<file path="config.mk">
export PLATFORM = sky130hd
export DESIGN_NAME = ddram_arbiter
export DESIGN_NICKNAME = d
export VERILOG_FILES = /design/src/rtl/ddram_arbiter.sv
export SDC_FILE = /design/constraint.sdc
export NUM_CORES = 1
export LEC_CHECK = 0
export BUFFER_PORTS_ARGS = -buffer_cell sky130_fd_sc_hd__buf_2
export CAP_MARGIN = 5
export CORE_AREA = 3 3 182 184
export DETAILED_ROUTE_END_ITERATION = 8
export DIE_AREA = 0 0 185 187
export SYNTH_ARGS = -nofsm -noshare
export SYNTH_HDL_FRONTEND = slang
export SYNTH_SLANG_ARGS = --single-unit
</file>
<file path="constraint.sdc">
create_clock -name sdram_clk -period 7.96 [get_ports sdram_clk]
set_clock_uncertainty 0.05 [all_clocks]
set_input_delay 0.398 -clock sdram_clk [delete_from_list [all_inputs] [get_ports sdram_clk]]
set_output_delay 0.398 -clock sdram_clk [all_outputs]
set_load 0.005 [all_outputs]
</file>
<file path="src/rtl/ddram_arbiter.sv">
// ddram_arbiter: serialises the mcr, sdram and vram requesters onto one 64-bit DDRAM port.
// Optional macro DDRAM_ARB_RR_EN selects round-robin arbitration; default is fixed priority.
module ddram_arbiter #(
    parameter logic [28:0] MCR_BASE   = 29'h0000000,
    parameter logic [28:0] SDRAM_BASE = 29'h0100000,
    parameter logic [28:0] VRAM_BASE  = 29'h0080000
) (
    input  logic        sdram_clk,
    input  logic        reset,

    input  logic [13:0] mcr_addr,
    input  logic [48:0] mcr_data_in,
    output logic [48:0] mcr_data_out,
    input  logic        mcr_req,
    input  logic        mcr_write,
    output logic        mcr_ready,
    output logic        mcr_done,

    input  logic [21:0] sdram_addr,
    input  logic [31:0] sdram_data_in,
    output logic [31:0] sdram_data_out,
    input  logic        sdram_req,
    input  logic        sdram_write,
    output logic        sdram_ready,
    output logic        sdram_done,

    input  logic [14:0] vram_cpu_addr,
    input  logic [31:0] vram_cpu_data_in,
    output logic [31:0] vram_cpu_data_out,
    input  logic        vram_cpu_req,
    input  logic        vram_cpu_write,
    output logic        vram_cpu_ready,
    output logic        vram_cpu_done,

    input  logic        DDRAM_BUSY,
    input  logic [63:0] DDRAM_DOUT,
    input  logic        DDRAM_DOUT_READY,
    output logic [28:0] DDRAM_ADDR,
    output logic [7:0]  DDRAM_BURSTCNT,
    output logic [63:0] DDRAM_DIN,
    output logic [7:0]  DDRAM_BE,
    output logic        DDRAM_RD,
    output logic        DDRAM_WE
);

    localparam logic [1:0] PORT_MCR   = 2'd0;
    localparam logic [1:0] PORT_SDRAM = 2'd1;
    localparam logic [1:0] PORT_VRAM  = 2'd2;

    typedef enum logic [2:0] {
        S_IDLE    = 3'd0,
        S_ISSUE   = 3'd1,
        S_WAIT_RD = 3'd2,
        S_ACK     = 3'd3,
        S_HOLD    = 3'd4
    } state_t;

    state_t      state;
    state_t      state_nxt;

    logic [2:0]  pending;
    logic        grant_vld;
    logic [1:0]  grant_id;

    logic        cand_wr;
    logic        cand_half;
    logic [28:0] cand_addr;
    logic [63:0] cand_din;
    logic [7:0]  cand_be;

    logic [1:0]  port_q;
    logic        wr_q;
    logic        half_q;

    // Returns {found, port}: first pending port searching upward from start, wrapping at 3.
    function automatic logic [2:0] pick(input logic [2:0] pend, input logic [1:0] start);
        logic [2:0] res;
        logic [1:0] k;
        res = 3'b000;
        for (int i = 0; i < 3; i++) begin
            k = 2'((int'(start) + i) % 3);
            if (!res[2] && pend[k])
                res = {1'b1, k};
        end
        return res;
    endfunction

    function automatic logic [31:0] half_sel(input logic [63:0] word, input logic hi);
        return hi ? word[63:32] : word[31:0];
    endfunction

    function automatic logic [7:0] half_be(input logic hi);
        return hi ? 8'hF0 : 8'h0F;
    endfunction

    // A write strobe counts as a pending request on its own; req alone means read.
    assign pending = {vram_cpu_req | vram_cpu_write,
                      sdram_req    | sdram_write,
                      mcr_req      | mcr_write};

`ifdef DDRAM_ARB_RR_EN
    logic [1:0] rr_ptr;

    always_comb {grant_vld, grant_id} = pick(pending, rr_ptr);

    always_ff @(posedge sdram_clk or posedge reset) begin
        if (reset)
            rr_ptr <= PORT_MCR;
        else if (state == S_IDLE && grant_vld)
            rr_ptr <= (grant_id == PORT_VRAM) ? PORT_MCR : grant_id + 2'd1;
    end
`else
    always_comb {grant_vld, grant_id} = pick(pending, PORT_MCR);
`endif

    always_comb begin
        cand_wr   = mcr_write;
        cand_half = 1'b0;
        cand_addr = MCR_BASE + {15'b0, mcr_addr};
        cand_din  = {15'b0, mcr_data_in};
        cand_be   = 8'h7F;
        case (grant_id)
            PORT_SDRAM: begin
                cand_wr   = sdram_write;
                cand_half = sdram_addr[0];
                cand_addr = SDRAM_BASE + {8'b0, sdram_addr[21:1]};
                cand_din  = {sdram_data_in, sdram_data_in};
                cand_be   = half_be(sdram_addr[0]);
            end
            PORT_VRAM: begin
                cand_wr   = vram_cpu_write;
                cand_half = vram_cpu_addr[0];
                cand_addr = VRAM_BASE + {15'b0, vram_cpu_addr[14:1]};
                cand_din  = {vram_cpu_data_in, vram_cpu_data_in};
                cand_be   = half_be(vram_cpu_addr[0]);
            end
            default: ;
        endcase
    end

    always_ff @(posedge sdram_clk or posedge reset) begin
        if (reset)
            state <= S_IDLE;
        else
            state <= state_nxt;
    end

    always_comb begin
        state_nxt = state;
        case (state)
            S_IDLE:    if (grant_vld) state_nxt = S_ISSUE;
            S_ISSUE:   if (!DDRAM_BUSY) state_nxt = wr_q ? S_ACK : S_WAIT_RD;
            S_WAIT_RD: if (DDRAM_DOUT_READY) state_nxt = S_ACK;
            S_ACK:     state_nxt = S_HOLD;
            S_HOLD:    state_nxt = S_IDLE;
            default:   state_nxt = S_IDLE;
        endcase
    end

    // Command fields are captured once at grant so they stay stable through BUSY stalls.
    always_ff @(posedge sdram_clk or posedge reset) begin
        if (reset) begin
            port_q     <= PORT_MCR;
            wr_q       <= 1'b0;
            half_q     <= 1'b0;
            DDRAM_ADDR <= '0;
            DDRAM_DIN  <= '0;
            DDRAM_BE   <= '0;
        end else if (state == S_IDLE && grant_vld) begin
            port_q     <= grant_id;
            wr_q       <= cand_wr;
            half_q     <= cand_half;
            DDRAM_ADDR <= cand_addr;
            DDRAM_DIN  <= cand_din;
            DDRAM_BE   <= cand_be;
        end
    end

    always_ff @(posedge sdram_clk or posedge reset) begin
        if (reset) begin
            mcr_data_out      <= '0;
            sdram_data_out    <= '0;
            vram_cpu_data_out <= '0;
        end else if (state == S_WAIT_RD && DDRAM_DOUT_READY) begin
            case (port_q)
                PORT_MCR:   mcr_data_out      <= DDRAM_DOUT[48:0];
                PORT_SDRAM: sdram_data_out    <= half_sel(DDRAM_DOUT, half_q);
                PORT_VRAM:  vram_cpu_data_out <= half_sel(DDRAM_DOUT, half_q);
                default: ;
            endcase
        end
    end

    assign DDRAM_BURSTCNT = 8'd1;

    always_comb begin
        DDRAM_RD       = 1'b0;
        DDRAM_WE       = 1'b0;
        mcr_ready      = 1'b0;
        mcr_done       = 1'b0;
        sdram_ready    = 1'b0;
        sdram_done     = 1'b0;
        vram_cpu_ready = 1'b0;
        vram_cpu_done  = 1'b0;
        case (state)
            S_ISSUE: begin
                DDRAM_RD = !wr_q;
                DDRAM_WE = wr_q;
            end
            S_ACK: begin
                case (port_q)
                    PORT_MCR: begin
                        mcr_ready = !wr_q;
                        mcr_done  = wr_q;
                    end
                    PORT_SDRAM: begin
                        sdram_ready = !wr_q;
                        sdram_done  = wr_q;
                    end
                    PORT_VRAM: begin
                        vram_cpu_ready = !wr_q;
                        vram_cpu_done  = wr_q;
                    end
                    default: ;
                endcase
            end
            default: ;
        endcase
    end

endmodule

</file>
; ---- Word-level counts from Yosys, hierarchy flattened
; Index checks and enable logic that the tools add are counted.
[word_totals]
reg_bits = 221
latchBits = 0
mem_bits_rw = 0
mem_bits_ro = 0
inputBits = 238
output_inout_bits = 230
word_cells = 68
memories = 0
[classes]
n_addsub = 2
n_mul = 0
div = 0
n_lt_le_gt_ge = 0
n_eq_ne = 10
shifts = 0
muxes = 30
n_bitwise = 3
reduce_logical = 13
[ops]
columns = op, n
row1 = 64-bit case mux with 2 select lines, 1
row2 = 22-bit case mux with 2 select lines, 1
row3 = 32-bit 2-to-1 mux, 1
row4 = "21-bit by 21-bit adder with 22-bit output, first input constant", 1
row5 = "20-bit by 14-bit adder with 21-bit output, first input constant", 1
row6 = 3-bit 2-to-1 mux, 6
row7 = 8-bit 2-to-1 mux, 2
row8 = 8-bit case mux with 2 select lines, 1
row9 = 1-bit 2-to-1 mux, 15
row10 = 3-bit case mux with 4 select lines, 1
row11 = "3-bit by 2-bit equality test with 1-bit output, second input constant", 2
row12 = "2-bit != test, second input constant", 3
row13 = 2-bit AND reduction, 3
row14 = "2-bit by 1-bit equality test with 1-bit output, second input constant", 2
row15 = "2-bit equality test, second input constant", 2
row16 = 1-bit logical AND, 4
row17 = 1-bit case mux with 2 select lines, 2
row18 = "3-bit by 1-bit equality test with 1-bit output, second input constant", 1
row19 = 1-bit zero test, 3
row20 = 3-bit zero test, 1
row21 = 1-bit OR, 3
row22 = 3-bit AND reduction, 1
row23 = 2-bit zero test, 1

; ---- Depth between registers and ports, before layout
; Gate-level depths: netlist (run 1).
[depth]
word_depth = 10
ltp_mapped = 8

; ---- Least setup slack after synthesis (run 1)
; OpenSTA, ideal clock, no wires.
[synth_timing]
path_kind = register to register
startpoint = reg state[2]
endpoint = reg mcr_data_out[0]
setup_ps = 125
arrival_ps = 1594
required_ps = 7785
slack_ps = 6192
stages_incl_launch_ff = 6
path_buffers = 2
cell_sequence = dfrtp_1 -> nor3b_1 -> and4bb_2 -> buf_4 -> buf_4 -> mux2_2
[synth_via]
elab_chain_cells = 3
[synth_rtl]
columns = element, line_no
row1 = start: declaration, 58  ; state_t state;
row2 = start signal: assignment, 145  ; state <= state_nxt;
row3 = 3-bit by 2-bit equality test with 1-bit output, 184  ; end else if (state == S_WAIT_RD && DDRAM_DOUT_READY) begin
row4 = 1-bit logical AND, 184
row5 = 2-bit AND reduction (no line), --
row6 = end signal: assignment, 186  ; PORT_MCR: mcr_data_out <= DDRAM_DOUT[48:0];
row7 = end: declaration, 13  ; output logic [48:0] mcr_data_out,
; Every way passes these cells.
; A chain may end at the register's enable or synchronous reset.

; ---- Worst setup path after layout (run 1)
[layout_timing]
startpoint = reg state[1]
endpoint = reg DDRAM_DIN[8]
[layout_via]
elab_chain_cells = 2
[layout_rtl]
columns = element, line_no
row1 = 3-bit zero test, 169  ; end else if (state == S_IDLE && grant_vld) begin
row2 = 1-bit logical AND, 169
row3 = end signal: assignment, 174  ; DDRAM_DIN <= cand_din;
row4 = end: declaration, 40  ; output logic [63:0] DDRAM_DIN,
; Every way passes these cells.

==> run metrics, run 1 <==
outcome finished, final reports clean; gpl congestion 0.818; Crit Path Category register to register; DR pass1 iterations 5; pre-CTS setup slack 5.37 ns; prevailing post-synth register cell dfrtp_1; minimum clock period 2.40 ns; Layout Utilization 39.0%; worst-case clock buffer depth 3; WP data arrival 2.72 ns; initial antenna violation count 5; Syn. warnings 0; H-tree Lvls 1; GRT Util Overall 17.0%; Max Slew Vio Count 0; final period utilization 30.1%; TritonCTS buffer count 24; Die W 185 um; share of cells above drive strength 1 46.7%; Mapped Area 9070 um2; Rows 65; Final Instance Count excl. Fillers 1664; worst-path fanout max 67; initial core utilization 28.8%; core footprint 31600 um2; CP startpoint kind register; setup_tns 0 ns; clock slew at reported path FFs 0.06 ns; Seq/Total Area, Yosys 57.4%; starting DRC count in detailed routing 501; num ports 468; Post-DRT Antenna Nets 0; cell area power density 374 nW/um2; DRC 0; Post-DP HPWL 23200 um; mean post-synth cell area 11.0 um2; cts hold-fix bufs 0; number of global-route vias before repair 8101; ys async rst share 100%; max_cap viols 0; remaining global-route overflow 0; Cells after Synth 822; Vias 7922; first-pass GRT wire length 46700 um; Worst Setup SP state[1]; setup ws final 5.56 ns; Worst EP required 8.28 ns; IO Port Bufs 452; CTS tree built; wire per inst 18.8 um; RSZ-0062 raised after global routing false; Static Leak 0.00617 uW; Synth Register Bits 208; Synth cell types 45; Placed Cells 1617; synthesis-to-finish area growth 35.6%; CTS resizes 0; final hold violation count 0; number of synthesized flops with an enable pin 0; r2r endpoint DDRAM_DIN[8]; Final #Nets 1479; Routed WL 31300 um; die height 187 um; R2R Setup Slk 5.56 ns; Reg2Reg Depth 5; Clock Latency Late Sink 0.51 ns; Tightest Pin Transition 0.988 ns; Root Buffer clkbuf_16; clock tree sinks 208; Worst Setup EP DDRAM_DIN[8]; largest net degree at the start of global routing 139; reg2reg start state[1]; post-CTS setup buffer count 0; Crit. End Element register; endpoints failing setup 0; Via density 4.76; Die Area 34600 um2; maximum clock frequency 0.417 GHz; HP Class input port to asynchronous set/reset pin; normalized max-slew margin 34.1%; peak supply drop 0.176 mV
-- layer usage --
metal	share of wire [%]	GRT usage, %	up-vias
met2	49	29.3	360
met5	0.042	0	-
li1	-	-	3728
met4	3.0	6.64	2
met1	38	19.5	3781
met3	9.7	5.54	51
-- kinds of logic (layout without fill, tap and decap cells) --
group | count (synthesis) | in the layout | share of synthesized area [%]
AO/OA/AOI/OAI | 213 | 213 | 16.9
AND/OR/NAND/NOR | 232 | 232 | 10.5
multiplexers | 81 | 81 | 9.61
buffers and inverters | 86 | 509 | 5.57
other | 2 | 19 | 0.0828
flip-flops | 208 | 208 | 57.4
-- critical path: stages, from the launching register on --
cell      delay, ns
dfrtp_1        0.49
or3_1          0.55
a21o_4         0.29
buf_4          0.37
a221oi_2       0.34
a21oi_1        0.11
-- layout by cell type, fill, tap and decap left out, types with 2 or more instances in the layout --
cell	n
mux2_2	49
a22o_1	6
inv_1	3
a221oi_1	2
clkinv_2	3
diode_2	4
and3_1	2
clkbuf_16	25
buf_4	10
mux2i_1	32
nor4_1	2
conb_1	15
o21ai_0	36
clkbuf_8	7
o31ai_1	2
clkbuf_1	5
nor2_1	115
a21oi_1	82
dfrtp_1	207
a222oi_1	26
clkinvlp_4	2
nand2_1	97
a22oi_1	3
a31oi_1	3
a221oi_2	27
buf_2	452
o21ai_1	18
-- report_power, final --
group / leakage (uW) / switching (uW) / internal, uW / total (uW)
clock network: 0.000380 / 430 / 639 / 1070
registers: 0.00256 / 295 / 1550 / 1850
logic: 0.00323 / 888 / 795 / 1680
total: 0.00617 / 1610 / 2990 / 4600
-- cells in the mapped netlist, types with 3 or more instances --
master / n / area, um2
dfrtp_1: 208 / 5200
nor2_1: 115 / 432
nand2_1: 97 / 364
a21oi_1: 82 / 410
mux2_2: 49 / 552
o21ai_0: 36 / 180
mux2i_1: 32 / 320
buf_4: 28 / 210
a221oi_2: 27 / 405
a222oi_1: 26 / 260
buf_2: 26 / 130
o21ai_1: 18 / 90.1
clkbuf_1: 17 / 63.8
a22o_1: 6 / 52.6
buf_6: 6 / 67.6
buf_1: 5 / 18.8
inv_1: 4 / 15.0
a22oi_1: 3 / 22.5
a31oi_1: 3 / 18.8
o31ai_1: 3 / 22.5
-- worst min-delay path by stage --
stage / to / slack, ns / cells after the start
final: DDRAM_DIN[36] / 0.02 / 2
after global routing: DDRAM_ADDR[20] / 0.02 / 2
after CTS: DDRAM_ADDR[20] / 0.01 / 2
after detailed placement: vram_cpu_data_out[2] / 0.41 / 2
after global placement: vram_cpu_data_out[1] / 0.41 / 2
after floorplan: DDRAM_ADDR[20] / 0.42 / 2
-- area by class of cell --
class | instances | area, um2
diodes | 4 | 10.0
clock buffers | 37 | 741
clock inverters | 6 | 38.8
fillers | 3202 | 19200
multi-input cells | 541 | 3450
well taps | 402 | 503
flip-flops and latches | 208 | 5210
inverters | 4 | 22.5
repair buffers | 462 | 2340
-- sequential cells by signal, indices dropped and copies added, names as in the netlist --
name	count
DDRAM_DIN	64
mcr_data_out	49
sdram_data_out	32
vram_cpu_data_out	32
DDRAM_ADDR	22
DDRAM_BE	3
state	3
port_q	2
wr_q	1
-- through the flow --
stage	total power, uW	area, um2	hold WS, ns
global placement	3520	11500	0.408
finish	4600	12300	0.0250
global route	4950	12300	0.0151
CTS	4670	12300	0.0133
detailed placement	3570	11500	0.415
floorplan	2770	9120	0.420
Note: power is estimated with default switching activity, not from simulation.
==> run 2: changes to the inputs <==
==> constraint.sdc (replaced) <==
create_clock -name sdram_clk -period 2.2 [get_ports sdram_clk]
set_clock_uncertainty 0.05 [all_clocks]
set_input_delay 0.11 -clock sdram_clk [delete_from_list [all_inputs] [get_ports sdram_clk]]
set_output_delay 0.11 -clock sdram_clk [all_outputs]
set_load 0.005 [all_outputs]
==> run 2 against run 1 <==
Global-route usage is 2.0 points higher. Routed wire length is 10% higher. Fmax is 20% higher. Design area is 22% higher. Non-clock buffer count is 256 higher. Critical path depth is 1 lower. Power grew to 3.8 times the previous value. Largest cell class unchanged.
==> run metrics, run 2 (synthesis gave the netlist of run 1 again) <==
Vias 9168; CP max-delay cell dfrtp_1; starting DRC count in detailed routing 622; final period utilization 90.4%; initial core utilization 28.8%; worst-path fanout max 49; H-tree Lvls 1; TritonCTS buffer count 24; R2R Setup Slk 0.21 ns; post-CTS setup buffer count 0; synthesis-to-finish area growth 64.9%; pre-CTS setup slack 0.224 ns; largest net degree at the start of global routing 84; HP Class input port to asynchronous set/reset pin; Tightest Pin Transition 0.713 ns; slowest cell delay on critical path 0.43 ns; Crit path depth 4; number of flip-flops in the largest register 64; most common cell after layout, fill and taps aside buf_2; Static Leak 0.00731 uW; initial antenna violation count 6; Via density 4.77; most frequent cells in the layout buf_2, dlygate4sd3_1, dfrtp_1; clock tree sinks 208; CTS resizes 0; DR pass1 iterations 7; maximum clock frequency 0.503 GHz; WP data arrival 2.33 ns; number of global-route vias before repair 9623; worst-case clock buffer depth 3; Crit Path Category register to register; clock slew at reported path FFs 0.06 ns; outcome finished, final reports clean; Die W 185 um; Crit. End Element register; cell area power density 1160 nW/um2; peak supply drop 0.693 mV; num ports 468; gpl congestion 0.824; final hold violation count 0; Sequential Area 5210 um2; Worst EP required 2.54 ns; normalized max-slew margin 52.5%; Final #Nets 1735; Largest Register DDRAM_DIN; Max Slew Vio Count 0; CP Cell Sequence nor3b_1, and4bb_2, buf_12, mux2_2; footprint of the multi-input gates 3450 um2; Reg2Reg Depth 4; Post-DP HPWL 23800 um; fill count 2883; CTS tree built; wire per inst 18.0 um; endpoints failing setup 0; Root Buffer clkbuf_16; setup ws final 0.210 ns; die height 187 um; Rows 65; RSZ-0062 raised after global routing false; IO Port Bufs 452; DRC 0; Post-DRT Antenna Nets 0; Clock Latency Late Sink 0.51 ns; share of cells above drive strength 1 40.6%; Top delay family on crit path simple AND/OR/NAND/NOR gates; CP bufs+invs 1; Final Hold Slack 0.0552 ns; first-pass GRT wire length 53100 um; Final Cell Area 15000 um2; GRT Util Overall 19.0%; top flop regs DDRAM_DIN (64), mcr_data_out (49); area post-placement 11800 um2; Die Area 34600 um2; CP startpoint kind register; max_cap viols 0; remaining global-route overflow 0; core footprint 31600 um2; minimum clock period 1.99 ns; Routed WL 34600 um
## run 2: changes by cell type in the layout (fill, tap and decap cells not counted), sizes merged
cell,previous run,this run
dlygate4sd3,0,230
buf,462,488
clkbuf,37,33
clkinv,4,8
bufinv,0,2
diode,4,6
inv,4,3
## run 2: final cells by class
| cell class | count | share of cell area [%] |
|---|---|---|
| antenna | 6 | 0.100 |
| clock buffer | 33 | 4.58 |
| clock inverter | 11 | 0.769 |
| inverter | 4 | 0.125 |
| multi-input combinational | 541 | 23.0 |
| sequential | 208 | 34.8 |
| tap | 402 | 3.36 |
| timing repair buffer | 718 | 33.2 |
## run 2: power by group
part	leakage, uW	switching [uW]	internal [uW]	total [uW]
clock network	0.000396	1600	2420	4020
registers	0.00256	1090	5620	6710
logic	0.00435	3390	3300	6690
total	0.00731	6090	11300	17400
## run 2: final timing paths
check / startpoint / to
setup / recovery: state[2] / mcr_data_out[36]
hold / removal: reset / DDRAM_ADDR[15]
setup reg to reg: state[2] / mcr_data_out[36]
hold reg to reg: vram_cpu_data_out[1] / vram_cpu_data_out[1]
max in group asynchronous: reset / mcr_data_out[43]
min in group sdram_clk: mcr_write / DDRAM_ADDR[20]
## run 2: per-layer routing
layer	global-route usage, %	routed length, um	up-vias
li1	-	-	4247
met4	6.41	1090	0
met1	21.4	13100	4403
met3	4.96	2900	71
met5	0	0	-
met2	34.7	17500	447
## run 2: worst reg2reg max path: stages, from the launching register on
cell and delay [ns]:
dfrtp_1 0.43, nor3b_1 0.35, and4bb_2 0.32, buf_12 0.27
mux2_2 0.45
## run 2: stage by stage
step                      cells  setup TNS (ns)  power [uW]  util [%]
after detailed placement   1643               0       13100      37.5
after floorplan             835         -137.33       10000         -
after global placement     1643               0       12900      37.5
after global routing       1923               0       18700      47.4
final                      1923               0       17400      47.4
after CTS                  1917               0       17500      47.4
## run 2: timing repair
| item | in CTS | in global routing |
|---|---|---|
| setup endpoints to repair | 0 | 0 |
| endpoints found under the hold margin | 344 | 0 |
| hold buffers | 230 | 0 |
==> run 3: changes to the inputs <==
--- a/config.mk
+++ b/config.mk
@@ -10,6 +10,7 @@
 export CORE_AREA = 3 3 182 184
 export DETAILED_ROUTE_END_ITERATION = 8
 export DIE_AREA = 0 0 185 187
+export PLACE_DENSITY_LB_ADDON = 0.1
 export SYNTH_ARGS = -nofsm -noshare
 export SYNTH_HDL_FRONTEND = slang
 export SYNTH_SLANG_ARGS = --single-unit
==> run 3 against run 2 <==
Power hardly changed. Hold slack got worse by 0.028 ns. Fmax decreased by 5.6%. Sequential share of layout area up 0.13 points. First-iteration DRC count decreased by 20%. Utilization decreased by 0.18 points. Register-to-register slack hardly changed.
==> run metrics, run 3 (synthesis gave the netlist of run 1 again) <==
first-pass GRT wire length 52900 um; number of flip-flops in the largest register 64; peak supply drop 0.679 mV; endpoints failing setup 0; GRT Util Overall 19.1%; Routed WL 34800 um; final period utilization 95.8%; clock tree sinks 208; HP Class input port to register; Post-DRT Antenna Nets 0; largest net degree at the start of global routing 123; most frequent cells in the layout buf_2, dlygate4sd3_1, dfrtp_1; wire per inst 18.2 um; Final Instance Count excl. Fillers 1908; starting DRC count in detailed routing 498; Final #Nets 1725; num ports 468; DRC 0; gpl congestion 0.796; remaining global-route overflow 0; Crit Path Category input port to register; Clock Latency Late Sink 0.52 ns; CP startpoint kind input port; die height 187 um; final hold violation count 0; initial antenna violation count 3; CTS tree built; Die Area 34600 um2; Placed Cells 1632; worst-case clock buffer depth 3; cell area power density 1170 nW/um2; Tightest Pin Transition 0.692 ns; Final Hold Slack 0.0275 ns; Largest Register DDRAM_DIN; Vias 8800; Root Buffer clkbuf_16; core footprint 31600 um2; outcome finished, final reports clean; H-tree Lvls 1; Via density 4.61; Die W 185 um; most common cell after layout, fill and taps aside buf_2; TritonCTS buffer count 25; IO Port Bufs 452; share of cells above drive strength 1 40.2%; Max Slew Vio Count 0; top flop regs DDRAM_DIN (64), mcr_data_out (49); initial core utilization 28.8%; WP data arrival 2.50 ns; Rows 65; clock slew at reported path FFs 0.06 ns; RSZ-0062 raised after global routing false; normalized max-slew margin 53.9%; max_cap viols 0; Worst EP required 2.59 ns; number of global-route vias before repair 9419; maximum clock frequency 0.474 GHz; Crit. End Element register; synthesis-to-finish area growth 64.3%; post-CTS setup buffer count 0; Static Leak 0.00727 uW; Post-DP HPWL 24200 um; DR pass1 iterations 7; worst-path fanout max 24; minimum clock period 2.11 ns; Layout Utilization 47.2%
[run 3: changes by cell type in the layout (fill, tap and decap cells not counted), sizes merged]
cell / delta
bufinv: -1
inv: +1
clkbuf: +7
clkinv: -5
clkinvlp: -1
buf: -11
diode: -4
dlygate4sd3: -1
[run 3: critical path, cell delays in order]
cell and delay [ns]:
dlygate4sd3_1 0.54, buf_2 0.15, or4_4 0.43, nor2_4 0.18, buf_12 0.21, a222oi_1 0.11
dlygate4sd3_1 0.59, a21oi_1 0.15
[run 3: layout make-up]
cell class / instances / area [um2]
sequential: 208 / 5210
clock buffer: 39 / 748
multi-input combinational: 541 / 3450
fill: 3051 / 16600
antenna: 2 / 5.00
clock inverter: 5 / 53.8
inverter: 4 / 18.8
tap: 402 / 503
timing repair buffer: 707 / 4920
[run 3: worst paths after layout]
kind	start	to	slack, ns	depth (start not counted)
setup / recovery	mcr_write	DDRAM_ADDR[2]	0.09	8
hold / removal	sdram_addr[0]	DDRAM_BE[3]	0.03	3
setup reg to reg	state[2]	mcr_data_out[5]	0.22	4
hold reg to reg	vram_cpu_data_out[1]	vram_cpu_data_out[1]	0.42	2
max in group asynchronous	reset	DDRAM_DIN[4]	1.25	4
min in group asynchronous	reset	DDRAM_ADDR[16]	0.26	4
[run 3: timing repair]
action                                 in CTS  in global routing
setup endpoints to repair                   0                 16
endpoints found under the hold margin     413                  0
hold buffers                              229                  0
resized for setup                           0                  2
[run 3: layer usage]
metal  up-vias  track usage, %  routed length, um
met5         -               0                  9
met4         2            5.02                782
met3        56            5.25               2780
met2       343            34.6              17600
met1      4167            22.1              13500
li1       4232               -                  -
[run 3: where the power goes]
part	total, uW	internal (uW)	switching (uW)
registers	6660	5620	1040
logic	6740	3340	3400
clock network	4040	2440	1600
[run 3: per-stage QoR]
stage	TNS (ns)	area, um2	total power [uW]	worst slack (ns)
2_1_floorplan	-137.33	9130	10000	-0.660
3_3_place_gp	0	11800	13100	0.283
3_5_place_dp	0	11800	13200	0.266
4_1_cts	0	14900	17700	0.0296
5_1_grt	0	14900	18800	0.00909
6_report	0	14900	17400	0.0915
